**src/rtl/dma_ib_arbiter.sv**
```systemverilog
// dma_ib_arbiter: frame-atomic round-robin arbiter for the DMA0 inbound stream.
// Each frame is tagged with its source index in dma_dest. Frame statistics
// are kept for the register map.
// Optional feature macro: DMA_ARB_TIMEOUT_EN adds a stall watchdog that
// force-terminates a frame whose source goes quiet for TIMEOUT cycles.
//
// Handshake: a beat moves across an interface in a cycle where valid and
// ready are both high at the rising edge of dmaClk. A valid beat holds its
// payload until it is taken. The output stage loads a new beat whenever it is
// empty or its current beat is being taken (slot_free).
module dma_ib_arbiter #(
  parameter int NUM_SRC = 2,
  parameter int TIMEOUT = 4096
) (
  input  logic                   dmaClk,
  input  logic                   dmaRst,
  input  logic [NUM_SRC-1:0]     src_valid,
  input  logic [64*NUM_SRC-1:0]  src_data,
  input  logic [NUM_SRC-1:0]     src_done,
  output logic [NUM_SRC-1:0]     src_ready,
  input  logic [NUM_SRC-1:0]     enable_mask,
  output logic                   dma_valid,
  output logic [63:0]            dma_data,
  output logic                   dma_done,
  output logic [7:0]             dma_dest,
  output logic                   dma_err,
  input  logic                   dma_ready,
  output logic [2:0]             grant_idx,
  output logic                   busy,
  output logic [31:0]            frame_count,
  output logic [15:0]            timeout_count
);

  localparam int GW = $clog2(NUM_SRC);

`ifdef DMA_ARB_TIMEOUT_EN
  typedef enum logic [1:0] {IDLE, XFER, TERM} state_t;
  localparam int CW = $clog2(TIMEOUT + 1);
  logic [CW-1:0] stall_cnt;
  logic          stall_hit;
  logic          ld_err;
  logic          term_inc;
  logic          err_q;
  logic [15:0]   tcnt_q;
`else
  typedef enum logic {IDLE, XFER} state_t;
`endif

  state_t          state, state_next;
  logic [GW-1:0]   grant, grant_next, pick, rr_idx;
  logic            found;
  logic [NUM_SRC-1:0] req;
  logic            slot_free, accept;
  logic            cur_valid, cur_done;
  logic [63:0]     cur_data;
  logic            ld_valid, ld_done, frame_inc;
  logic [63:0]     ld_data;

  assign req       = src_valid & enable_mask;
  assign slot_free = ~dma_valid | dma_ready;
  assign cur_valid = src_valid[grant];
  assign cur_done  = src_done[grant];
  assign cur_data  = src_data[int'(grant)*64 +: 64];
  assign accept    = (state == XFER) & cur_valid & slot_free;
  assign busy      = (state != IDLE);
  assign grant_idx = 3'(grant);

`ifdef DMA_ARB_TIMEOUT_EN
  assign stall_hit     = (stall_cnt == CW'(TIMEOUT - 1)) & ~cur_valid;
  assign dma_err       = err_q;
  assign timeout_count = tcnt_q;
`else
  assign dma_err       = 1'b0;
  assign timeout_count = '0;
`endif

  // Round-robin search: first requester after the last grant, wrapping.
  always_comb begin
    found  = 1'b0;
    pick   = grant;
    rr_idx = '0;
    for (int k = 1; k <= NUM_SRC; k++) begin
      rr_idx = GW'((int'(grant) + k) % NUM_SRC);
      if (!found && req[rr_idx]) begin
        found = 1'b1;
        pick  = rr_idx;
      end
    end
  end

  // Only the granted source sees ready, and only when the output slot frees.
  always_comb begin
    src_ready = '0;
    if (state == XFER) src_ready[grant] = cur_valid & slot_free;
  end

  // Next-state and output-stage load decode.
  always_comb begin
    state_next = state;
    grant_next = grant;
    ld_valid   = 1'b0;
    ld_data    = cur_data;
    ld_done    = cur_done;
    frame_inc  = 1'b0;
`ifdef DMA_ARB_TIMEOUT_EN
    ld_err     = 1'b0;
    term_inc   = 1'b0;
`endif
    case (state)
      IDLE: begin
        if (found) begin
          grant_next = pick;
          state_next = XFER;
        end
      end
      XFER: begin
        if (accept) begin
          ld_valid = 1'b1;
          if (cur_done) begin
            frame_inc  = 1'b1;
            state_next = IDLE;
          end
        end
`ifdef DMA_ARB_TIMEOUT_EN
        else if (stall_hit) begin
          state_next = TERM;
        end
`endif
      end
`ifdef DMA_ARB_TIMEOUT_EN
      TERM: begin
        if (slot_free) begin
          ld_valid   = 1'b1;
          ld_data    = '0;
          ld_done    = 1'b1;
          ld_err     = 1'b1;
          frame_inc  = 1'b1;
          term_inc   = 1'b1;
          state_next = IDLE;
        end
      end
`endif
      default: state_next = IDLE;
    endcase
  end

  // State and grant register; grant doubles as last_grant between frames.
  always_ff @(posedge dmaClk) begin
    if (dmaRst) begin
      state <= IDLE;
      grant <= GW'(NUM_SRC - 1);
    end else begin
      state <= state_next;
      grant <= grant_next;
    end
  end

  // Output register: holds its beat while downstream stalls.
  always_ff @(posedge dmaClk) begin
    if (dmaRst) begin
      dma_valid <= 1'b0;
      dma_data  <= '0;
      dma_done  <= 1'b0;
      dma_dest  <= '0;
`ifdef DMA_ARB_TIMEOUT_EN
      err_q     <= 1'b0;
`endif
    end else if (slot_free) begin
      dma_valid <= ld_valid;
      if (ld_valid) begin
        dma_data <= ld_data;
        dma_done <= ld_done;
        dma_dest <= 8'(grant);
`ifdef DMA_ARB_TIMEOUT_EN
        err_q    <= ld_err;
`endif
      end
    end
  end

  // Completed-frame counter, wrapping.
  always_ff @(posedge dmaClk) begin
    if (dmaRst) frame_count <= '0;
    else if (frame_inc) frame_count <= frame_count + 32'd1;
  end

`ifdef DMA_ARB_TIMEOUT_EN
  // Stall counter: counts granted-source idle cycles, cleared on any accept.
  always_ff @(posedge dmaClk) begin
    if (dmaRst || state != XFER || accept) stall_cnt <= '0;
    else if (!cur_valid) stall_cnt <= stall_cnt + 1'b1;
  end

  // Forced-termination counter, saturating.
  always_ff @(posedge dmaClk) begin
    if (dmaRst) tcnt_q <= '0;
    else if (term_inc && tcnt_q != 16'hFFFF) tcnt_q <= tcnt_q + 16'd1;
  end
`endif

endmodule

```
**config.mk**
```make
export PLATFORM = sky130hd
export DESIGN_NAME = dma_ib_arbiter
export DESIGN_NICKNAME = d
export VERILOG_FILES = /design/src/rtl/dma_ib_arbiter.sv
export SDC_FILE = /design/constraint.sdc
export NUM_CORES = 1
export LEC_CHECK = 0
export CAP_MARGIN = 40
export CORE_ASPECT_RATIO = 0.7
export CORE_MARGIN = 3
export CORE_UTILIZATION = 37
export CTS_CLUSTER_DIAMETER = 80
export DETAILED_ROUTE_END_ITERATION = 6
export PLACE_DENSITY = 0.79
export SYNTH_ARGS = -nofsm -noshare
export SYNTH_HDL_FRONTEND = slang
export SYNTH_SLANG_ARGS = --single-unit
```
**constraint.sdc**
```tcl
create_clock -name dmaClk -period 2.4 [get_ports dmaClk]
set_input_delay 0.48 -clock dmaClk [delete_from_list [all_inputs] [get_ports dmaClk]]
set_output_delay 0.48 -clock dmaClk [all_outputs]
set_load 0.1 [all_outputs]
```
==> results of run 1 <==
## path summary, 6_finish.rpt
check	to
hold reg to reg	dma_done
setup / recovery	src_ready[0]
setup reg to reg	frame_count[29]
hold / removal	dma_done
## metrics by stage
step / util, % / TNS, ns / setup WS (ns) / hold WS [ns]
detailed placement: 60.96 / -0.4609 / -0.1298 / 0.4786
floorplan: - / 0 / 0.03919 / 0.5298
finish: 64.08 / 0 / 0.1312 / 0.4879
global route: 64.08 / 0 / 0.01809 / 0.5189
global placement: 60.96 / -0.1064 / -0.06986 / 0.4505
CTS: 63.94 / 0 / 0.006058 / 0.4883
## critical path: stages
cell	delay (ns)
clkdlybuf4s50_1	0.46
nand2b_4	0.13
buf_4	0.12
nand2_1	0.11
nor3b_2	0.18
buf_4	0.14
buf_12	0.16
## placed cells by master (no fill, tap or decap), types with 2 or more instances in the layout
cell	n
nor2_1	85
mux2_4	2
nor4_1	4
a222oi_1	64
or3_1	14
nand2_1	19
o21ai_0	15
xnor2_1	14
nand3_1	11
clkbuf_16	9
dfxtp_2	18
clkinv_4	2
buf_4	116
o31ai_1	2
dfxtp_1	83
and3_1	4
inv_1	6
bufinv_16	2
clkbuf_1	2
nor3_1	8
a21oi_1	21
clkdlybuf4s50_1	135
or4_1	3
nand4_1	3
and4_1	2
buf_12	7
conb_1	26
## per-layer routing
layer / up-vias / GRT usage, % / wire [um]
met3: 6 / 5.538 / 1287
li1: 2115 / - / -
met5: - / 0 / 0
met2: 250 / 35.30 / 6912
met4: 0 / 3.720 / 71
met1: 2097 / 26.31 / 5847
## registers in the layout, summed over array words and instances, names as in the netlist
register and count:
dma_done 1, busy 1, frame_count 32, dma_dest 1
dma_valid 1, grant 1, dma_data 64
## kinds of logic after synthesis
logic type                 share of synthesized area, %
adders and majority gates                        0.3001
DFF                                               48.50
and+or+nand+nor                                   17.98
buffers and inverters                             8.823
muxes                                            0.9604
xor gates and xnor gates                          3.151
AOI/OAI and AO/OA                                 20.20
other                                           0.08995
## final cells by class
cell class	instances	share of cell area [%]
timing repair buffer	259	34.63
sequential	101	29.91
multi-input combinational	309	27.77
clock buffer	11	3.405
tap	148	2.709
clock inverter	5	1.245
inverter	6	0.3295
## power breakdown
part	total, mW	internal [mW]	switching, mW
logic	1.22	0.378	0.838
clock network	1.54	0.919	0.619
registers	1.78	1.74	0.0432
total	4.53	3.03	1.50
## what timing repair did
action | CTS | global route
hold endpoints to repair | 0 | 0
hold buffers | 0 | 0
endpoints found under the setup margin | 0 | 1
buffers inserted | 0 | 1
resized for setup | 0 | 1
==> results by group, run 1 <==
Outcome
  • Status: complete, but fails checks
  • Failing checks: design-rule violations

Clock network
  • CTS clk-pin slew, worst paths: 0.07 ns
  • Worst-Skew Late Latency: about 0.33 ns
  • Clock Tree Buf Depth: 2
  • H-tree depth: 3
  • Clk root buf: clkbuf_16
  • Clk sinks: 101
  • CTS tree: built
  • CTS buffer count: 9

Yosys
  • Top cells by area, synth: dfxtp_1 (48%), a222oi_1 (15%), nor2_1 (7.7%)
  • Ys Warns: 0
  • Seq/Total Area, Yosys: about half
  • Synth cell types: 33
  • Yosys top cell area share: 48.50%
  • Avg Synthesized Cell Area: around 9 um2
  • Flops & latches, synth: a little over 100
  • Cell taking the most area after synthesis: dfxtp_1
  • Mapped Cells: approximately 450
  • Post-synth ARST share: 0%
  • Post-synth top flop: dfxtp_1
  • Top-count cell post-synth: dfxtp_1
  • Post-synth top cells: dfxtp_1 (101), nor2_1 (86), a222oi_1 (64)
  • EDFF count, synth: 0
  • Post-synthesis cell area: 0.004169 mm2

Worst setup path
  • Arr. time, crit path: 1.79 ns
  • RR Startpoint: grant
  • Worst Reg2Reg Path Length in Cells: 5
  • Critical path launch point: dma_ready
  • CP Capture Type: primary output
  • R2R Setup Slk: ~0.24 ns
  • Crit path launch type: input pin
  • Critical path class: input pin to primary output
  • Crit-path max FO: 3
  • Required @ worst endpoint: roughly 1.9 ns

Global route
  • Initial antenna violation count: 0
  • Largest net degree at the start of global routing: 52
  • First-pass GRT wire length: about 21 mm
  • Vias in the first global route: 4173
  • Gr usage total: between 20% and 30%
  • Total gr overflow: 0

Finish
  • Area Overhead vs Synth: 63.96%
  • Area of the multi-input gates: roughly 0.0019 mm2
  • Register Area: between 0.002 and 0.0025 mm2
  • Antenna Cells: 0
  • Fillers: 867
  • Final Cell Area: a little under 0.007 mm2
  • Layout cells sized above 1: 23.88%
  • Net count, final: ~800
  • Non-Filler Instances: 839

STA
  • Worst Skew: approximately 0.009 ns
  • Slew @ Worst Pin: about 0.66 ns
  • Final setup vio count: 0
  • Fmax: around 0.44 GHz
  • Fin. Hold Viols: 0
  • Min Tclk post-route: ~2.3 ns
  • Max-Slew Margin vs Limit: between 50 and 60%
  • Unrepaired setup endpoints after global routing: false
  • Final Max Slew Viols: 0
  • Final worst-path cycle share: around 95%

Place
  • Placed instance count: slightly above 800
  • Hpwl dp: roughly 11 mm
  • GP Congestion: 0.8003
  • Port Buffers: 239
  • Placed Area: approximately 0.0065 mm2

Routing
  • # DRC: 6
  • DR vias/cell: approximately 5.3
  • Routed WL: 14.12 mm
  • Iteration-0 DRC Markers: ~440
  • ANT nets after route: 0
  • 1st-pass router iterations: 7
  • Post-DR wirelength/cell: about 17 um
  • DR vias: ~4500

Power and ir drop
  • Leak: between 2 and 3 nW
  • PnR Total Power: between 4 and 5 mW
  • Cell Pwr Density: 663.3 mW/mm2
  • Highest ir drop seen on vdd: ~450 uV

Floorplanning
  • Die span in x: approximately 130 um
  • Site row count: 31
  • Die Height: 94.81 um
  • Core area: around 0.011 mm2
  • Io pins: between 200 and 300
  • Die Area: around 0.013 mm2
  • Initial Utilization: 39.09%

Min path
  • Hold Crit Class: flip-flop to flip-flop
  • WHS Path Cells: 2
  • Hold wc startpoint: dma_done

Flow run
  • Max-Cap Viols: 0
Note: power is estimated with default switching activity, not from simulation.
==> inputs of run 2 (changes only) <==
--- a/config.mk
+++ b/config.mk
@@ -12,6 +12,7 @@
 export CTS_CLUSTER_DIAMETER = 80
 export DETAILED_ROUTE_END_ITERATION = 6
 export PLACE_DENSITY = 0.79
+export SKIP_CTS_REPAIR_TIMING = 1
 export SYNTH_ARGS = -nofsm -noshare
 export SYNTH_HDL_FRONTEND = slang
 export SYNTH_SLANG_ARGS = --single-unit
==> results of run 2 <==
The final DEF is identical to that of run 1; final timing and power are the same.
